## src/rtl/led_arbiter.sv

```systemverilog
// led_arbiter: shares one status LED among NUM_REQ requesters using fixed priority, a minimum hold and blink patterns.
// Optional build macro LED_ARB_PREEMPT_EN: higher-priority requests take the LED at once, ignoring the hold time.
module led_arbiter #(
   parameter int NUM_REQ         = 4,
   parameter int CLK_HZ          = 12000000,
   parameter int TICK_HZ         = 1000,
   parameter int MIN_HOLD_TICKS  = 500,
   parameter int SLOW_HALF_TICKS = 500,
   parameter int FAST_HALF_TICKS = 125
) (
   input  logic                   clk_12mhz,
   input  logic                   rst_n,
   input  logic [NUM_REQ-1:0]     req,
   input  logic [2*NUM_REQ-1:0]   pattern,
   output logic [NUM_REQ-1:0]     gnt,
   output logic                   led,
   output logic                   busy
);

   localparam int PRESC_DIV = CLK_HZ / TICK_HZ;
   localparam int PRESC_W   = (PRESC_DIV > 1) ? $clog2(PRESC_DIV) : 1;
   localparam int HOLD_W    = $clog2(MIN_HOLD_TICKS + 1);
   localparam int HALF_MAX  = (SLOW_HALF_TICKS > FAST_HALF_TICKS) ? SLOW_HALF_TICKS : FAST_HALF_TICKS;
   localparam int PHASE_W   = ($clog2(HALF_MAX) > 0) ? $clog2(HALF_MAX) : 1;

   localparam logic [PRESC_W-1:0] PRESC_LAST = PRESC_W'(PRESC_DIV - 1);
   localparam logic [HOLD_W-1:0]  HOLD_LOAD  = HOLD_W'(MIN_HOLD_TICKS);
   localparam logic [PHASE_W-1:0] SLOW_LAST  = PHASE_W'(SLOW_HALF_TICKS - 1);
   localparam logic [PHASE_W-1:0] FAST_LAST  = PHASE_W'(FAST_HALF_TICKS - 1);

   localparam logic [1:0] PAT_OFF  = 2'b00;
   localparam logic [1:0] PAT_ON   = 2'b01;
   localparam logic [1:0] PAT_SLOW = 2'b10;
   localparam logic [1:0] PAT_FAST = 2'b11;

   typedef enum logic [0:0] {
      ST_IDLE  = 1'b0,
      ST_GRANT = 1'b1
   } state_t;

   // Isolates the lowest set bit, i.e. the highest-priority requester.
   function automatic logic [NUM_REQ-1:0] lowest_onehot(input logic [NUM_REQ-1:0] v);
      return v & (~v + NUM_REQ'(1));
   endfunction

   function automatic logic [1:0] field_of(input logic [2*NUM_REQ-1:0] pat,
                                           input logic [NUM_REQ-1:0]   sel);
      logic [1:0] f;
      f = 2'b00;
      for (int i = 0; i < NUM_REQ; i++) begin
         if (sel[i]) begin
            f = f | pat[2*i +: 2];
         end else begin
            f = f;
         end
      end
      return f;
   endfunction

   state_t               state_r, state_s;
   logic [NUM_REQ-1:0]   gnt_r, gnt_s;
   logic                 busy_r;
   logic                 led_r, led_s;
   logic [PRESC_W-1:0]   presc_r;
   logic                 tick_s;
   logic [HOLD_W-1:0]    hold_r, hold_s;
   logic [PHASE_W-1:0]   phase_r, phase_s;
   logic                 blink_r, blink_s;
   logic [1:0]           pat_prev_r, pat_next_s;
   logic [1:0]           owner_pat_s;
   logic [NUM_REQ-1:0]   first_s;
   logic [NUM_REQ-1:0]   higher_s;
   logic                 owner_req_s;
   logic                 hold_gate_s;
   logic [PHASE_W-1:0]   half_last_s;

   assign tick_s      = (presc_r == PRESC_LAST);
   assign owner_pat_s = field_of(pattern, gnt_r);
   assign first_s     = lowest_onehot(req);
   // Bits below the one-hot owner are exactly the higher-priority requesters.
   assign higher_s    = req & (gnt_r - NUM_REQ'(1));
   assign owner_req_s = ((req & gnt_r) != {NUM_REQ{1'b0}});
   assign half_last_s = (owner_pat_s == PAT_FAST) ? FAST_LAST : SLOW_LAST;
   assign pat_next_s  = field_of(pattern, gnt_s);

`ifdef LED_ARB_PREEMPT_EN
   assign hold_gate_s = 1'b1;
`else
   assign hold_gate_s = (hold_r == {HOLD_W{1'b0}});
`endif

   // Free-running timebase prescaler; never disturbed by arbitration.
   always_ff @(posedge clk_12mhz or negedge rst_n) begin
      if (!rst_n) begin
         presc_r <= {PRESC_W{1'b0}};
      end else if (tick_s) begin
         presc_r <= {PRESC_W{1'b0}};
      end else begin
         presc_r <= presc_r + PRESC_W'(1);
      end
   end

   // Arbitration, hold countdown and blink phase next-state logic.
   always_comb begin
      state_s = state_r;
      gnt_s   = gnt_r;
      hold_s  = hold_r;
      phase_s = phase_r;
      blink_s = blink_r;
      case (state_r)
         ST_IDLE: begin
            if (req != {NUM_REQ{1'b0}}) begin
               state_s = ST_GRANT;
               gnt_s   = first_s;
               hold_s  = HOLD_LOAD;
               phase_s = {PHASE_W{1'b0}};
               blink_s = 1'b1;
            end else begin
               gnt_s   = {NUM_REQ{1'b0}};
            end
         end
         ST_GRANT: begin
            if (!owner_req_s) begin
               // Owner drop wins over any pending higher request.
               state_s = ST_IDLE;
               gnt_s   = {NUM_REQ{1'b0}};
            end else if ((higher_s != {NUM_REQ{1'b0}}) && hold_gate_s) begin
               gnt_s   = first_s;
               hold_s  = HOLD_LOAD;
               phase_s = {PHASE_W{1'b0}};
               blink_s = 1'b1;
            end else begin
               if (tick_s && (hold_r != {HOLD_W{1'b0}})) begin
                  hold_s = hold_r - HOLD_W'(1);
               end else begin
                  hold_s = hold_r;
               end
               if (owner_pat_s != pat_prev_r) begin
                  phase_s = {PHASE_W{1'b0}};
                  blink_s = 1'b1;
               end else if (tick_s && owner_pat_s[1]) begin
                  if (phase_r >= half_last_s) begin
                     phase_s = {PHASE_W{1'b0}};
                     blink_s = ~blink_r;
                  end else begin
                     phase_s = phase_r + PHASE_W'(1);
                     blink_s = blink_r;
                  end
               end else begin
                  phase_s = phase_r;
                  blink_s = blink_r;
               end
            end
         end
         default: begin
            state_s = ST_IDLE;
            gnt_s   = {NUM_REQ{1'b0}};
         end
      endcase
   end

   // LED drive decoded from the current grant, live pattern and blink phase.
   always_comb begin
      led_s = 1'b0;
      if (state_r == ST_GRANT) begin
         case (owner_pat_s)
            PAT_OFF:            led_s = 1'b0;
            PAT_ON:             led_s = 1'b1;
            PAT_SLOW, PAT_FAST: led_s = blink_r;
            default:            led_s = 1'b0;
         endcase
      end else begin
         led_s = 1'b0;
      end
   end

   // State, grant, counters and output registers.
   always_ff @(posedge clk_12mhz or negedge rst_n) begin
      if (!rst_n) begin
         state_r    <= ST_IDLE;
         gnt_r      <= {NUM_REQ{1'b0}};
         busy_r     <= 1'b0;
         led_r      <= 1'b0;
         hold_r     <= {HOLD_W{1'b0}};
         phase_r    <= {PHASE_W{1'b0}};
         blink_r    <= 1'b0;
         pat_prev_r <= 2'b00;
      end else begin
         state_r    <= state_s;
         gnt_r      <= gnt_s;
         busy_r     <= (state_s == ST_GRANT);
         led_r      <= led_s;
         hold_r     <= hold_s;
         phase_r    <= phase_s;
         blink_r    <= blink_s;
         pat_prev_r <= pat_next_s;
      end
   end

   assign gnt  = gnt_r;
   assign led  = led_r;
   assign busy = busy_r;

endmodule

```

## config.mk

```make
export PLATFORM = sky130hd
export DESIGN_NAME = led_arbiter
export DESIGN_NICKNAME = d
export VERILOG_FILES = /design/src/rtl/led_arbiter.sv
export SDC_FILE = /design/constraint.sdc
export NUM_CORES = 1
export LEC_CHECK = 0
export CORE_ASPECT_RATIO = 0.6
export CORE_MARGIN = 4
export CORE_UTILIZATION = 25
export CTS_CLUSTER_DIAMETER = 50
export DETAILED_ROUTE_END_ITERATION = 10
export PLACE_DENSITY = 0.43
export SLEW_MARGIN = 0
export SYNTH_ARGS = -nofsm -noshare
export SYNTH_HDL_FRONTEND = slang
export SYNTH_SLANG_ARGS = --single-unit
```

## constraint.sdc

```tcl
create_clock -name clk_12mhz -period 5.4 [get_ports clk_12mhz]
set_input_delay 0.54 -clock clk_12mhz [delete_from_list [all_inputs] [get_ports clk_12mhz]]
set_output_delay 0.54 -clock clk_12mhz [all_outputs]
set_load 0.03 [all_outputs]
```

==> flow_metrics.tcl <==
set metrics [dict create \
    swShare 0.363 \
    setup_viol 0 \
    timing.hold.ws_ns 0.391 \
    die_area_mm2 0.0115 \
    timing.critical_path.max_delay_family "compound AO/OA/AOI/OAI gates" \
    critPathLaunchType "input port" \
    clockPowerShare 0.348 \
    drtPass1Iterations 4 \
    post_cts_resized 0 \
    place_ws_ns 1.15 \
    grt_util_all_layers 0.111 \
    place_congestion 0.814 \
    finalClockSkew_ns 0.0102 \
    clock_sinks 41 \
    root_buffer "clkbuf_16" \
    hold_path_class "in2async" \
    seqPwrFrac 0.338 \
    cp_max_fo 12 \
    slowest_stage "a21oi_1" \
    critPathLaunch "pattern[5]" \
    grt_max_degree 42 \
    vias_per_cell 4.89 \
    synth-edff-count 0 \
    p_sw_w 0.000378 \
    nNetsFinal 299 \
    finalHoldViolCount 0 \
    syn_to_final_growth_pct 20.6 \
    path_cells "clkdlybuf4s50_1 -> a22oi_1 -> nand2_1 -> and2_1 -> inv_1 -> ha_1 -> nand2b_1 -> a2111oi_0 -> o41ai_1 -> a21oi_1 -> nand4_1 -> o31ai_1" \
    yosysWarnings 0 \
    worstSkewPairLatency_ns 0.29 \
    combinationalPowerShare 0.314 \
    finalCritPeriodShare 0.741 \
    setup.worst_path.end_class "flop" \
    antenna_cells 0 \
    cts_tree "yes" \
    slowest_delay_ns 0.78 \
    io_buffers 19 \
    grt_pass1_vias 1923 \
    synthFlopType "dfrtp_1" \
    rsz0062_at_grt "no" \
    critPathBufInv 2 \
    synth_cell_types 52 \
    setup_slack_ns 1.40 \
    cap_violations 0 \
    drc 0 \
    max_slew.worst_pin.slew_ns 1.05 \
    reg2reg_to "phase_r[6]" \
    slew_headroom 0.294 \
    antenna_found_initial 0 \
    clkTransAtPathRegs_ns 0.07 \
    layout_common_cells "dfrtp_1, nand2_1, nor2_1, clkdlybuf4s50_1, nand3_1" \
    final_common_cell "dfrtp_1" \
    drv_slew 0 \
    reg2regPathDepth 11 \
    yosys.area.top_type "dfrtp_1" \
    syn_nets 277 \
    ys_ff_latch 41 \
    crit_required_ns 5.59 \
    rows 27 \
    core_mm2 0.00936 \
    clk_path_buf_depth 2 \
    status "complete, no violations" \
    p_int_w 0.000662 \
    routed_wl_mm 6.03 \
    fin_setup_tns_ns 0 \
    ioPinCount 20 \
    fin_crit_ns 4.00 \
    htreeDepth 2 \
    antenna_left 0 \
    cts_hold_buf 0 \
    critPathArrivalTime_ns 4.19 \
    die_w_um 136 \
    syn_avg_cell_area_um2 9.63 \
    dr_total_vias 1994 \
    synthArstFlopShare 1.00 \
    dp_hpwl_mm 4.36 \
    gr-total-overflow 0 \
    synthTopCellsByArea "dfrtp_1, ha_1, xor2_1" \
    yosysSeqAreaShare 0.418 \
    grt_pass1_wl_mm 10.2 \
    initial_core_util 0.262 \
    p_leak_nw 1.15 \
    r2r-start "gnt[1]" \
    p_per_area_mw_per_mm2 351 \
    ir_drop_mv 0.139 \
    syn_inst 255 \
    max_freq_mhz 250 \
    layout-drive-gt1-share 0.0827 \
    die_h_um 84.8 \
    crit_type "in2reg" \
    drt_iter0_markers 136 \
    r2r_slack_ns 1.56 \
    synth_top_cell_area_share 0.418 \
    synth_area_mm2 0.00246 \
    routedWlPerCell_um 14.8 \
    utilization 0.316 \
    cts_setup_buffers 0 \
    cts-buffers-inserted 5 \
]
==> kinds of logic after synthesis <==
family | Yosys count | share of synthesized area
flops | 41 | 0.418
xor+xnor | 21 | 0.0749
fa+ha+maj | 8 | 0.0408
simple gates | 111 | 0.246
mux | 2 | 0.00866
buf+inv | 18 | 0.0306
compound gates | 54 | 0.182
==> worst max-delay path by stage <==
stage	endpoint	slack, ns	cells after the start
4_1_cts	phase_r[6]	1.44	12
6_report	phase_r[6]	1.40	12
5_1_grt	phase_r[3]	1.05	12
3_3_place_gp	phase_r[3]	1.25	12
3_5_place_dp	phase_r[3]	1.15	12
2_1_floorplan	phase_r[5]	2.23	13
==> cell type report <==
type | instances | area [µm²]
clock inverter | 2 | 37.5
inverter | 13 | 48.8
multi-input combinational | 196 | 1360
fill | 956 | 6400
sequential | 41 | 1030
clock buffer | 6 | 139
timing repair buffer | 20 | 193
tap | 130 | 163
==> worst register-to-register path, delay by kind of cell, from the launching register on <==
family | cells | cell delay [ns]
compound gates | 5 | 2.00
fa+ha+maj | 1 | 0.23
buf+inv | 1 | 0.10
simple gates | 4 | 0.91
flops | 1 | 0.50
==> Yosys cell counts, drive strengths merged (2+ instances only) <==
library cell  number
nand2b             3
or4                3
nor2b              7
clkbuf             4
o41ai              3
dfrtp             41
or3                4
ha                 8
or2                3
a32oi              6
inv               13
xor2              11
nand4              8
nand3             16
nor3               7
a22oi              5
o21ai              7
xnor2             10
a211oi             3
nand2             22
o31ai              3
o211ai             4
a2111oi            2
a221o              2
and3               2
nor2              21
nor4               6
a21oi              5
a22o               3
and2               6
o2111ai            3
a32o               2
==> per-stage QoR <==
| step | cells | cell area, µm² | power, W |
|---|---|---|---|
| detailed placement | 400 | 2790 | 0.000683 |
| global placement | 400 | 2790 | 0.000689 |
| global route | 408 | 2960 | 0.00110 |
| finish | 408 | 2960 | 0.00104 |
| CTS | 408 | 2960 | 0.00105 |
| floorplan | 255 | 2460 | 0.000590 |
==> registers in the layout, summed over array words and instances, names as in the netlist <==
| signal | flops |
|---|---|
| presc_r | 14 |
| phase_r | 9 |
| hold_r | 9 |
| pat_prev_r | 2 |
| blink_r | 1 |
| busy | 1 |
| led | 1 |
| gnt | 4 |
==> routing by layer <==
metal | GRT usage | wire length (µm) | share of wire
met4 | 0.0430 | 108 | 0.018
met5 | 0 | 0 | 0
met2 | 0.134 | 2100 | 0.35
met3 | 0.0269 | 315 | 0.052
met1 | 0.180 | 3510 | 0.58
==> power groups by stage <==
stage               Clock (W)  Combinational (W)  Sequential [W]
floorplan                   0           0.000220        0.000370
global placement            0           0.000330        0.000359
detailed placement          0           0.000326        0.000358
CTS                  0.000370           0.000328        0.000352
global route         0.000385           0.000364        0.000355
finish               0.000361           0.000327        0.000351
No activity file was read; power rests on OpenSTA's default activity.
